==> src/rtl/nand_gate_sequencer.sv <==
// Sequences NOT/AND/OR/XOR as NAND micro-ops on one shared 8-bit NAND unit.
// Define NAND_GATE_SEQUENCER_XOR_EN to run the XOR sequence for op 11.
module nand_gate_sequencer (
    input  logic        clk,
    input  logic        rst,
    input  logic        in_valid,
    output logic        in_ready,
    input  logic [1:0]  op,
    input  logic [7:0]  a,
    input  logic [7:0]  b,
    output logic        out_valid,
    input  logic        out_ready,
    output logic [7:0]  result,
    output logic        err,
    output logic        busy,
    output logic [15:0] nand_ops
);

    localparam logic [1:0] IDLE = 2'd0;
    localparam logic [1:0] EXEC = 2'd1;
    localparam logic [1:0] DONE = 2'd2;

    logic [1:0]  state;
    logic [1:0]  step;
    logic [1:0]  op_r;
    logic [7:0]  a_r;
    logic [7:0]  b_r;
    logic [7:0]  s1;
    logic [7:0]  s2;
`ifdef NAND_GATE_SEQUENCER_XOR_EN
    logic [7:0]  s3;
`endif
    logic [7:0]  res_r;
    logic        err_r;
    logic [15:0] cnt;
    logic [7:0]  nx;
    logic [7:0]  ny;
    logic [7:0]  nz;
    logic        last;
    logic        nop;

    // Operand routing for the shared NAND, keyed by op and micro-step
    always_comb begin
        nx   = a_r;
        ny   = a_r;
        last = 1'b0;
        nop  = 1'b0;
        case ({op_r, step})
            4'b00_00: last = 1'b1;
            4'b01_00: ny = b_r;
            4'b01_01: begin
                nx   = s1;
                ny   = s1;
                last = 1'b1;
            end
            4'b10_00: ;
            4'b10_01: begin
                nx = b_r;
                ny = b_r;
            end
            4'b10_10: begin
                nx   = s1;
                ny   = s2;
                last = 1'b1;
            end
`ifdef NAND_GATE_SEQUENCER_XOR_EN
            4'b11_00: ny = b_r;
            4'b11_01: ny = s1;
            4'b11_10: begin
                nx = b_r;
                ny = s1;
            end
            4'b11_11: begin
                nx   = s2;
                ny   = s3;
                last = 1'b1;
            end
`else
            4'b11_00: begin
                last = 1'b1;
                nop  = 1'b1;
            end
`endif
            default: last = 1'b1;
        endcase
    end

    assign nz = ~(nx & ny);

    always_ff @(posedge clk) begin
        if (rst) begin
            state <= IDLE;
            step  <= 2'd0;
            op_r  <= 2'd0;
            a_r   <= 8'h00;
            b_r   <= 8'h00;
            s1    <= 8'h00;
            s2    <= 8'h00;
`ifdef NAND_GATE_SEQUENCER_XOR_EN
            s3    <= 8'h00;
`endif
            res_r <= 8'h00;
            err_r <= 1'b0;
            cnt   <= 16'h0000;
        end else begin
            case (state)
                IDLE: begin
                    if (in_valid) begin
                        op_r  <= op;
                        a_r   <= a;
                        b_r   <= b;
                        step  <= 2'd0;
                        state <= EXEC;
                    end
                end
                EXEC: begin
                    if (!nop && cnt != 16'hFFFF)
                        cnt <= cnt + 16'd1;
                    if (last) begin
                        res_r <= nop ? 8'h00 : nz;
                        err_r <= nop;
                        state <= DONE;
                    end else begin
                        step <= step + 2'd1;
                        case (step)
                            2'd0: s1 <= nz;
                            2'd1: s2 <= nz;
`ifdef NAND_GATE_SEQUENCER_XOR_EN
                            2'd2: s3 <= nz;
`endif
                            default: ;
                        endcase
                    end
                end
                DONE: begin
                    if (out_ready)
                        state <= IDLE;
                end
                default: state <= IDLE;
            endcase
        end
    end

    assign in_ready  = (state == IDLE);
    assign busy      = (state != IDLE);
    assign out_valid = (state == DONE);
    assign result    = res_r;
    assign err       = err_r;
    assign nand_ops  = cnt;

endmodule

==> config.mk <==
export PLATFORM = sky130hd
export DESIGN_NAME = nand_gate_sequencer
export DESIGN_NICKNAME = d
export VERILOG_FILES = /design/src/rtl/nand_gate_sequencer.sv
export SDC_FILE = /design/constraint.sdc
export NUM_CORES = 1
export LEC_CHECK = 0
export BUFFER_PORTS_ARGS = -buffer_cell sky130_fd_sc_hd__buf_2
export CORE_MARGIN = 5
export CORE_UTILIZATION = 25
export CTS_BUF_LIST = sky130_fd_sc_hd__clkbuf_4
export CTS_CLUSTER_DIAMETER = 100
export CTS_CLUSTER_SIZE = 28
export DETAILED_ROUTE_END_ITERATION = 16
export PLACE_DENSITY = 0.43
export SYNTH_ARGS = -nofsm -noshare
export SYNTH_HDL_FRONTEND = slang
export SYNTH_SLANG_ARGS = --single-unit
==> constraint.sdc <==
create_clock -name clk -period 3.15 [get_ports clk]
set_input_delay 0.945 -clock clk [delete_from_list [all_inputs] [get_ports clk]]
set_output_delay 0.945 -clock clk [all_outputs]
set_load 0.005 [all_outputs]
After elaboration in Yosys (flattened, before gate mapping)
Cells that the tools add are included.

word-level totals
  register bits after elaboration = 63
  input port bits = 22
  output and inout port bits = 28
  logic and storage cells = 56

cells by class
  add/subtract/negate cells = 2
  equal/unequal tests = 14
  mux-type cells = 11
  bitwise operators = 3
  reductions and logical operators = 16

operator list
  cell                                                                     count
  8-bit case mux with 3 select lines                                       1
  16-bit by 1-bit adder with 16-bit output, second input constant          1
  4-bit equality test, second input constant                               4
  16-bit inequality test, second input constant                            1
  8-bit case mux with 2 select lines                                       1
  3-bit AND reduction                                                      4
  2-bit two-way mux                                                        5
  8-bit AND                                                                1
  4-bit by 3-bit equality test with 1-bit output, second input constant    2
  8-bit two-way mux                                                        1
  8-bit inverter                                                           1
  2-bit inequality test, second input constant                             3
  2-bit case mux with 3 select lines                                       1
  2-bit AND reduction                                                      3
  2-bit by 1-bit equality test with 1-bit output, second input constant    2
  2-bit logical NOT                                                        2
  2-bit case mux with 2 select lines                                       1
  2-bit nonzero test                                                       2
  2-bit OR reduction                                                       2
  3-bit OR reduction                                                       1
  2-bit by 1-bit adder with 2-bit output, second input constant            1
  2-bit equality test, second input constant                               1
  2-bit by 1-bit inequality test with 1-bit output, second input constant  1
  1-bit logical AND                                                        1
  other kinds (3)                                                          3

Logic depth before layout (Yosys ltp)
  depth in word-level cells = 6
  mapped depth = 8

Worst setup path after synthesis
Ideal clock, no wire load.

  kind = flip-flop to flip-flop
  from = reg step[0]
  to = reg cnt[6] (netlist: nand_ops[6])
  setup time = 0.070 ns
  arrival = 1.876 ns
  data required time = 3.080 ns
  path slack = 1.204 ns
  cell stages (with the launch flop) = 7
  path buffers = 0
  clock period less this slack = 1.946 ns
  cell sequence = dfxtp_1 inv_1 ha_1 and3_4 or4_4 or3_1 a21oi_1

on the way
  cells in the longest elaborated chain, start to end = 5

ends and longest elaborated chain
  element                               line  source
  start, declared                       24    logic [1:0] step;
  start signal, assigned                124   step <= step + 2'd1;
  4-bit equality test                   48    case ({op_r, step})
  1-bit two-way mux                     48
  1-bit logical NOT                     117   if (!nop && cnt != 16'hFFFF)
  1-bit logical AND                     117
  2-bit AND reduction (no source line)  n/a
  end signal, assigned                  118   cnt <= cnt + 16'd1;
  end, declared                         35    logic [15:0] cnt;

Every way passes these cells.
A chain may end at the register's enable or synchronous reset.

Worst setup path after layout
Ends and elaborated chain as after synthesis.

==> reports/results.tsv <==
stage	metric	value	unit
floorplan	coreArea	11500	um2
timing	fmax	424	MHz
timing	fin_ws	790	ps
timing	hold_viol	0	
cts	clkTransAtPathRegs	110	ps
cts	clock-sinks	63	
setup_path	cp_max_fo	16	
floorplan	pin_count	50	
worst_hold_path	hold_depth	1	
cells_and_area	area_growth	16.6	%
setup_path	r2r-start	step[0]$_SDFFE_PP0P_	
status	status	finished clean	
global_route	grt_usage	12.2	%
setup_path	critical_path.max_stage_delay	550	ps
setup_path	crit_path_end_kind	register	
global_route	grt_pass1_vias	2660	
timing	fin_hold_ws	471	ps
drt	drc	0	
drt	vias	2662	
drt	first_iter_violations	140	
setup_path	start_kind	register	
placed_design	io_buffers	49	
synth	yosys_warnings	0	
synth	ys_ff_latch	63	
synth	syn_area	2950	um2
power_and_ir_drop	peakVddDrop	0.231	mV
floorplan	initial_core_util	25.6	%
synth	yosys-top-cells-area	dfxtp_1 43%, nand2_1 5.8%, a21oi_1 4.2%	
setup_path	critical_path_class	reg -> reg	
cts	numCtsBuffers	9	
global_route	grt_pass1_wl	13800	um
worst_hold_path	hold_start	result[0]$_SDFFE_PP0P_	
cts	clk_latency	410	ps
setup_path	reg2reg_slack	790	ps
cts	clock_path_buffers	2	
synth	yosysTopAreaCellShare	42.7	%
worst_hold_path	hp-class	reg -> reg	
drt	ant_nets	0	
timing	skew	10.9	ps
cts	holdBufCountCts	0	
timing	finalSetupTns	0	ps
timing	max_slew_margin	38.0	%
power_and_ir_drop	leakagePower	0.00130	uW
power_and_ir_drop	power-per-cell-area	466	nW/um2
placed_design	pre_cts_slack	763	ps
worst_hold_path	hold_end	result[0]$_SDFFE_PP0P_	
synth	synth_edf_count	0	
placed_design	placed_cell_area	3320	um2
cells_and_area	nets	408	
cells_and_area	antenna_cells	0	
global_route	antenna_found_initial	0	
timing	slew_viol_final	0	
global_route	grt_max_degree	47	
cts	cts_resized	0	
global_route	grt-ovfl-total	0	
cts	cts_max_level	3	
setup_path	reg2reg_to	nand_ops[6]$_SDFFE_PP0P_	
drt	wl_per_cell	16.1	um
floorplan	die_area	14100	um2
synth	yosysSeqAreaShare	42.7	%
timing	rsz0062_at_grt	no	
synth	synthArstFlopShare	0	%
timing	fin_crit_sh	74.9	%
synth	ys.flop_type	dfxtp_1	
cells_and_area	layout-drive-gt1-share	19.6	%
floorplan	rows	39	
setup_path	crit_chain	inv_1, ha_1, and3_4, or4_4, or3_1, a21oi_1	
setup_path	path_delay_family	simple AND/OR/NAND/NOR gates	
flow_run	max_cap_viol_count	0	
setup_path	cp_num_buf_inv	1	
floorplan	die_y	119	um
cells_and_area	fillCellCount	1262	
synth	syn_inst	338	
setup_path	r2r_cells	6	
drt	firstDrtPassIters	4	
synth	synth_area_leader_cell	dfxtp_1	
floorplan	die_w	119	um
cells_and_area	fin_area	3440	um2
synth	synth.distinct_cells	49	
setup_path	crit_required	3500	ps
drt	via_per_inst	5.02	
timing	period_needed	2360	ps
placed_design	place_hpwl	5930	um
drt	drt-total-wl	8520	um
cts	cts_tree	done	
setup_path	arrival	2710	ps
timing	finalSetupViolations	0	
synth	synth_area_per_cell	8.74	um2
cells_and_area	utilization	29.9	%
timing	tightestPinTransition	926	ps
synth	syn-num-nets	364	
cts	postCtsSetupBuffers	0	
cts	cts-root-buf	clkbuf_4	
placed_design	gp_congestion	0.755	
setup_path	slowest_stage	or4_4	
-- through the flow --
step	power (uW)	cells
floorplan	1010	338
global placement	1090	514
detailed placement	1090	514
CTS	1640	530
global route	1700	530
finish	1600	530
-- state kept, by name, indices dropped and copies added, names as in the netlist --
signal / cells
s2: 8
nand_ops: 16
s1: 8
state: 2
err: 1
op_r: 2
b_r: 8
a_r: 8
result: 8
step: 2
-- layout by cell type, fill, tap and decap left out, drive strengths merged, types with 2 or more instances in the layout --
| cell | instances |
|---|---|
| a21oi | 26 |
| a221oi | 7 |
| a22oi | 15 |
| and2 | 4 |
| and3 | 11 |
| buf | 52 |
| clkbuf | 10 |
| clkinv | 5 |
| dfxtp | 63 |
| ha | 4 |
| inv | 5 |
| mux2i | 2 |
| nand2 | 46 |
| nand2b | 2 |
| nand3 | 7 |
| nand3b | 14 |
| nand4 | 5 |
| nor2 | 25 |
| nor2b | 4 |
| nor3 | 9 |
| nor3b | 3 |
| nor4 | 3 |
| o21ai | 11 |
| o2bb2ai | 8 |
| o41ai | 14 |
| or3 | 2 |
| or4 | 2 |
| xnor2 | 10 |
| xor2 | 3 |
-- cell usage after synthesis (4+ instances only) --
cell type and n:
and2_1 4, and3_1 10, nand3b_1 14, o41ai_1 14, nor2b_1 4, ha_1 4, nor3_1 9, o21ai_0 11
a221oi_1 7, a22oi_1 15, inv_1 5, xnor2_1 10, nand2_1 46, a21oi_1 25, dfxtp_1 63, nand4_1 5
nor2_1 25, o2bb2ai_1 7, buf_2 4, nand3_1 6, clkbuf_1 14
-- report_power, final --
part | switching (uW) | internal, uW | leakage, uW | total [uW]
clock | 297 | 241 | 0.0000727 | 538
sequential | 31.8 | 835 | 0.000512 | 867
combinational | 122 | 77.8 | 0.000711 | 199
-- worst max path at each step --
stage | start | end | slack, ps | cells after the start
floorplan | step[0]$_SDFFE_PP0P_ | nand_ops[6]$_SDFFE_PP0P_ | 1200 | 6
global placement | rst | result[4]$_SDFFE_PP0P_ | 770 | 3
detailed placement | rst | result[2]$_SDFFE_PP0P_ | 760 | 3
CTS | step[0]$_SDFFE_PP0P_ | nand_ops[6]$_SDFFE_PP0P_ | 780 | 6
global route | step[0]$_SDFFE_PP0P_ | nand_ops[10]$_SDFFE_PP0P_ | 670 | 7
finish | step[0]$_SDFFE_PP0P_ | nand_ops[6]$_SDFFE_PP0P_ | 790 | 6
-- metal layers --
layer / GRT usage [%] / wire, um
met3: 3.72 / 505
met4: 3.98 / 127
met5: 0 / 0
met1: 16.1 / 4020
met2: 18.9 / 3870
-- layout make-up --
cell class / count / area (um2) / share of cell area [%]
Clock buffer: 10 / 75.1 / 2.18
Clock inverter: 6 / 51.3 / 1.49
Inverter: 5 / 18.8 / 0.545
Multi-Input combinational cell: 251 / 1590 / 46.2
Sequential cell: 63 / 1260 / 36.6
Tap cell: 143 / 179 / 5.20
Timing Repair Buffer: 52 / 268 / 7.78
-- worst reg2reg max path, delay by kind of cell, from the launching register on --
kind            cells  cell delay [ps]
flops               1              390
compound gates      1              150
fa+ha+maj           1              450
simple gates        3             1220
buf+inv             1               80
-- logic make-up after synthesis --
family          synth area share (%)
simple gates                    25.2
compound gates                  22.4
flops                           42.7
buf+inv                         3.47
xor+xnor                        3.86
fa+ha+maj                       1.69
mux                            0.678
Power figures use the tool's default switching activity.
